<file path="src/rtl/dense_in_packer.sv">
// Collects a frame of nb_input words from a valid/ready stream into one wide vector
// and holds it until the dense layer takes it; flags short and unterminated frames.
module dense_in_packer #(
   parameter int fixed    = 32,
   parameter int nb_input = 42
) (
   input  logic                         clk,
   input  logic                         rst_n,
   input  logic                         s_valid,
   output logic                         s_ready,
   input  logic [fixed-1:0]             s_data,
   input  logic                         s_last,
   output logic                         vec_valid,
   input  logic                         vec_ready,
   output logic [nb_input*fixed-1:0]    vec_data,
   output logic                         err_short,
   output logic                         err_nolast,
   output logic [15:0]                  frame_cnt
);

   localparam int IDX_W = (nb_input > 1) ? $clog2(nb_input) : 1;
   localparam logic [IDX_W-1:0] LAST_IDX = IDX_W'(nb_input - 1);

   typedef enum logic {FILL, FULL} state_t;

   state_t           state_q, state_d;
   logic [IDX_W-1:0] idx_q, idx_d;
   logic             live_q;
   logic             short_d, nolast_d;
   logic             xfer, vec_hs;
   logic [15:0]      frame_cnt_q;

   // live_q keeps s_ready low until the first edge after reset release
   assign s_ready   = live_q && (state_q == FILL);
   assign vec_valid = (state_q == FULL);
   assign xfer      = s_valid && s_ready;
   assign vec_hs    = (state_q == FULL) && vec_ready;
   assign frame_cnt = frame_cnt_q;

   always_comb begin
      state_d  = state_q;
      idx_d    = idx_q;
      short_d  = 1'b0;
      nolast_d = 1'b0;
      case (state_q)
         FILL: begin
            if (xfer) begin
               if (idx_q == LAST_IDX) begin
                  state_d  = FULL;
                  idx_d    = '0;
                  nolast_d = !s_last;
               end else if (s_last) begin
                  idx_d   = '0;
                  short_d = 1'b1;
               end else begin
                  idx_d = idx_q + 1'b1;
               end
            end
         end
         FULL: begin
            if (vec_ready) state_d = FILL;
         end
         default: state_d = FILL;
      endcase
   end

   always_ff @(posedge clk or negedge rst_n) begin
      if (!rst_n) begin
         state_q     <= FILL;
         idx_q       <= '0;
         live_q      <= 1'b0;
         err_short   <= 1'b0;
         err_nolast  <= 1'b0;
         frame_cnt_q <= '0;
      end else begin
         state_q     <= state_d;
         idx_q       <= idx_d;
         live_q      <= 1'b1;
         err_short   <= short_d;
         err_nolast  <= nolast_d;
         if (vec_hs) frame_cnt_q <= frame_cnt_q + 16'd1;
      end
   end

   // Slots not written by the current frame keep their previous contents
   always_ff @(posedge clk or negedge rst_n) begin
      if (!rst_n) begin
         vec_data <= '0;
      end else if (xfer) begin
         vec_data[int'(idx_q)*fixed +: fixed] <= s_data;
      end
   end

endmodule
</file>
<file path="config.mk">
export PLATFORM = sky130hd
export DESIGN_NAME = dense_in_packer
export DESIGN_NICKNAME = d
export VERILOG_FILES = /design/src/rtl/dense_in_packer.sv
export SDC_FILE = /design/constraint.sdc
export NUM_CORES = 2
export LEC_CHECK = 0
export ABC_AREA = 0
export CAP_MARGIN = 0
export CORE_AREA = 5 5 549 551
export CTS_CLUSTER_DIAMETER = 50
export DETAILED_ROUTE_END_ITERATION = 16
export DIE_AREA = 0 0 554 556
export PLACE_DENSITY_LB_ADDON = 0.08
export SLEW_MARGIN = 20
export SYNTH_ARGS = -nofsm -noshare
export SYNTH_HDL_FRONTEND = slang
export SYNTH_SLANG_ARGS = --single-unit
</file>
<file path="constraint.sdc">
create_clock -name clk -period 9.8 [get_ports clk]
set_input_delay 1.96 -clock clk [delete_from_list [all_inputs] [get_ports clk]]
set_output_delay 1.96 -clock clk [all_outputs]
set_load 0.005 [all_outputs]
</file>
## Word level (Yosys, flattened, before mapping)

Cells that the tools add are included.

| storage, ports and cells | value |
|---|---|
| flip-flop bits (word level) | 1370 |
| output and inout port bits | 1364 |
| word-level logic and storage cells | 33 |
| bits of input ports | 37 |

| cells by class | value |
|---|---|
| reduce and logical (&&, ||, !) cells | 5 |
| eq/ne operators | 1 |
| shift-type cells | 2 |
| add/sub/neg operators | 3 |
| mux-type cells | 14 |
| bitwise logic cells | 1 |

Operators by type and width:

| cell | number |
|---|---|
| $bwmux 1344 | 1 |
| $shift 32x33->1344 const A | 1 |
| $shiftx 32x33->1344 | 1 |
| $neg 11->33 | 1 |
| $add 16x1->16 const B | 1 |
| $mux 6 | 2 |
| $mux 1 | 10 |
| $add 6x1->6 const B | 1 |
| $eq 6x6->1 const B | 1 |
| $logic_and 1x1->1 | 3 |
| $pmux 1 s2 | 1 |
| $reduce_and 2->1 | 1 |
| $logic_not 1->1 | 1 |
| $not 1->1 | 1 |

## Depth between registers and ports, before layout

| depth | value |
|---|---|
| word-level depth | 5 |
| gate-level depth with buffers | 13 |
| gate-level depth less buffers | 8 |

## Worst setup path before layout

OpenSTA, ideal clock, no wires.

| path | value |
|---|---|
| path kind | in2reg |
| start | input s_valid |
| end | register vec_data[1124] |
| slack | 6017 ps |
| stages | 7 |
| buffers on the path | 2 |
| data arrival time | 3658 ps |
| library setup time | 125 ps |
| data required time | 9675 ps |
| path through | nand3b_1 nor3_2 and2_1 and3_1 clkbuf_1 buf_4 mux2_2 |

| on the way | value |
|---|---|
| longest elaborated chain between the ends | 1 |

RTL lines:

| item | RTL line | source |
|---|---|---|
| start, declared | 9 | `input logic s_valid,` |
| $logic_and 1x1->1 | 36 | `assign xfer = s_valid && s_ready;` |
| end signal, assigned by index | 90 | `vec_data[int'(idx_q)*fixed +: fixed] <= s_data;` |
| end, declared | 15 | `output logic [nb_input*fixed-1:0] vec_data,` |

No other way between the ends.
A chain may end at the register's enable or synchronous reset.

## Worst setup path after layout

| path | value |
|---|---|
| start | input s_valid |
| end | register vec_data[1078] |

Same word-level chain as after synthesis.

==> metrics.md <==
| Metric | Value |
|---|---|
| Status | finished clean |
| Gr ovfl total | 0 |
| Post-synth top area share | 66.6% |
| Initial Util | 17.4% |
| Syn. warnings | 0 |
| Worst skew pair latency | 0.87 ns |
| Core area | 296000 sq um |
| Max clock buf depth | 4 |
| Crit end category | flop |
| Wirelength per Cell | between 30 and 40 um |
| Post-CTS Setup Inserts | 0 |
| Final wirelength | 324 mm |
| Synthesized cell area | 51500 sq um |
| # rows | 200 |
| Max Slew Vio Count | 0 |
| Hold Path Origin | vec_data[897]$_DFFE_PN0P_ |
| Sequential fraction of the synthesis area | 66.6% |
| # hold bufs at CTS | 0 |
| Hold WC Path Type | reg2reg |
| Post-Syn Area per Cell | 11.0 sq um |
| Post-synth ARST share | 100% |
| Synth unique cells | 57 |
| FF-to-FF Start | idx_q[0]$_DFFE_PN0P_ |
| Vias in the first global route | 41838 |
| Hold Violations, Final | 0 |
| Leakage | between 30 and 40 nW |
| Post-cts repair resize count | 0 |
| Pin count of the biggest net entering global routing | 148 |
| # DRC | 0 |
| Syn_nets | 4704 |
| Worst-path clk slew | 0.05 ns |
| Max-slew headroom | 28.2% |
| Power Density | 206 nW/um^2 |
| Top_reg_cell synth | dfrtp_1 |
| Critical path arrival | 5.93 ns |
| Via count | 40884 |
| Period minus WS final | slightly above 5 ns |
| First-pass GRT wire length | approximately 430 mm |
| Setup CP Type | in2reg |
| GPL Wtd Cong | 0.778 |
| Root buf cell | clkbuf_16 |
| Initial DRC Count | 2364 |
| Io pins | 1401 |
| GRT Overall Usage | 20.4% |
| H-tree Lvls | 4 |
| Mapped Cells | 4662 |
| Top cells by area, synth | dfrtp_1, nand2_1, o21ai_0 |
| Final period utilization | between 50% and 60% |
| Most frequent cell after synthesis | dfrtp_1 |
| Nets | ~6000 |
| Synthesis-to-layout area growth | 53.1% |
| Share of cells above drive strength 1 | ~15% |
| Maximum vdd drop | 0.162 mV |
| Die Y | 556 um |
| Initial antenna violation count | 45 |
| Sum Neg Setup Slack | 0 ns |
| Max Cap Viol | 0 |
| #FFs+latches synth | 1370 |
| CTS tree | done |
| Post-synth EDFFs | 0 |
| Post-Place Cell Area | about 70000 sq um |
| Skew final | 0.0850 ns |
| DP HPWL | ~230 mm |
| CTS Sinks | 1370 |
| Final ANT Viol Nets | 0 |
| Most area-hungry cell type in the Yosys netlist | dfrtp_1 |
| Setup violators final | 0 |
| RSZ-0062 raised after global routing | no |
| Commonest cells in the netlist | dfrtp_1, nand2_1, o21ai_0 |
| Slew @ Worst Pin | 1.07 ns |
| Die area | 308000 sq um |
| Element type at the critical path start | input pin |
| Critical path peak fanout | 22 |
| Filler cell count | around 31000 |
| Worst setup startpoint | s_valid |
| Num CTS Buffers | 245 |
| DIE WIDTH | 554 um |
| Maximum clock rate | 193 MHz |
| Vias/cell | 3.99 |
| Final Instance Area | 78700 sq um |
| IO buf count | 1400 |
| 1st-pass router iterations | 5 |
| Worst path required time | 10.54 ns |
==> final timing paths <==
kind | to | slack [ns] | cells past startpoint
worst max-delay path | vec_data[1078]$_DFFE_PN0P_ | 4.61 | 7
worst min-delay path | vec_data[897]$_DFFE_PN0P_ | 0.47 | 2
worst max register to register | vec_data[1078]$_DFFE_PN0P_ | 4.81 | 8
worst min register to register | vec_data[897]$_DFFE_PN0P_ | 0.47 | 2
max in group asynchronous | vec_data[429]$_DFFE_PN0P_ | 6.65 | 3
min in group asynchronous | vec_data[1086]$_DFFE_PN0P_ | 1.06 | 1
==> report_power, final <==
group          internal (mW)  switching, mW  leakage, nW  total [mW]
clock                   5.66           3.27         4.13        8.94
sequential              5.79         0.0800         18.9        5.87
combinational          0.377           1.06         11.2        1.43
==> logic make-up after synthesis <==
kind of cell | after synthesis | synth area share (%)
simple gates | 1475 | 11.7
flops | 1370 | 66.6
compound gates | 1009 | 10.3
buf+inv | 440 | 3.43
mux | 345 | 7.48
xor+xnor | 17 | 0.304
fa+ha+maj | 5 | 0.122
other cells | 1 | 0.00729
==> state kept, by name, indices dropped and copies added (netlist names) <==
signal	cells
vec_valid	1
err_nolast	1
idx_q	6
frame_cnt	16
vec_data	1344
live_q	1
err_short	1
==> area by class of cell <==
class	count	area, sq um	area share (%)
Antenna cell	24	60.1	0.0763
Clock buffer	304	6750	8.57
Clock inverter	152	1830	2.32
Inverter	69	260	0.330
Multi-Input combinational cell	2852	15700	20.0
Sequential cell	1370	34300	43.5
Tap cell	3939	4930	6.26
Timing Repair Buffer	1528	14900	18.9
==> worst max-delay path: stages <==
cell             delay, ns
clkdlybuf4s50_1       0.48
nand3b_1              0.50
nor3_2                0.95
nand3_2               0.21
nor3b_4               0.89
buf_4                 0.49
mux2_2                0.38
==> placed cells by master, fill, tap and decap left out, types with 34 or more instances in the layout <==
| cell type | instances |
|---|---|
| inv_1 | 42 |
| buf_4 | 124 |
| mux2_2 | 238 |
| nand2_1 | 1276 |
| clkdlybuf4s50_1 | 1374 |
| o31ai_1 | 85 |
| clkbuf_16 | 248 |
| o21ai_0 | 863 |
| nor2_1 | 47 |
| nand3_1 | 49 |
| dfrtp_1 | 1370 |
| mux2_1 | 73 |
| clkinvlp_4 | 34 |
| o21ai_1 | 47 |
| clkinv_2 | 43 |
==> metrics by stage <==
step / instances / hold slack [ns] / worst slack [ns] / power, mW / utilization (%)
6_report: 10238 / 0.466 / 4.61 / 16.2 / 26.6
5_1_grt: 10216 / 0.487 / 4.47 / 16.9 / 26.6
4_1_cts: 10214 / 0.470 / 4.64 / 16.6 / 26.6
3_5_place_dp: 9758 / 0.458 / 3.66 / 7.47 / 23.7
3_3_place_gp: 9758 / 0.454 / 3.81 / 7.47 / 23.7
2_1_floorplan: 4662 / 0.463 / 6.02 / 6.36 / -
==> per-layer routing <==
metal / global-route usage (%) / wire length, um
met4: 4.84 / 7790
met5: 0 / 0
met3: 8.97 / 33500
met1: 23.7 / 127000
met2: 34.5 / 155000
Power figures use the tool's default switching activity.
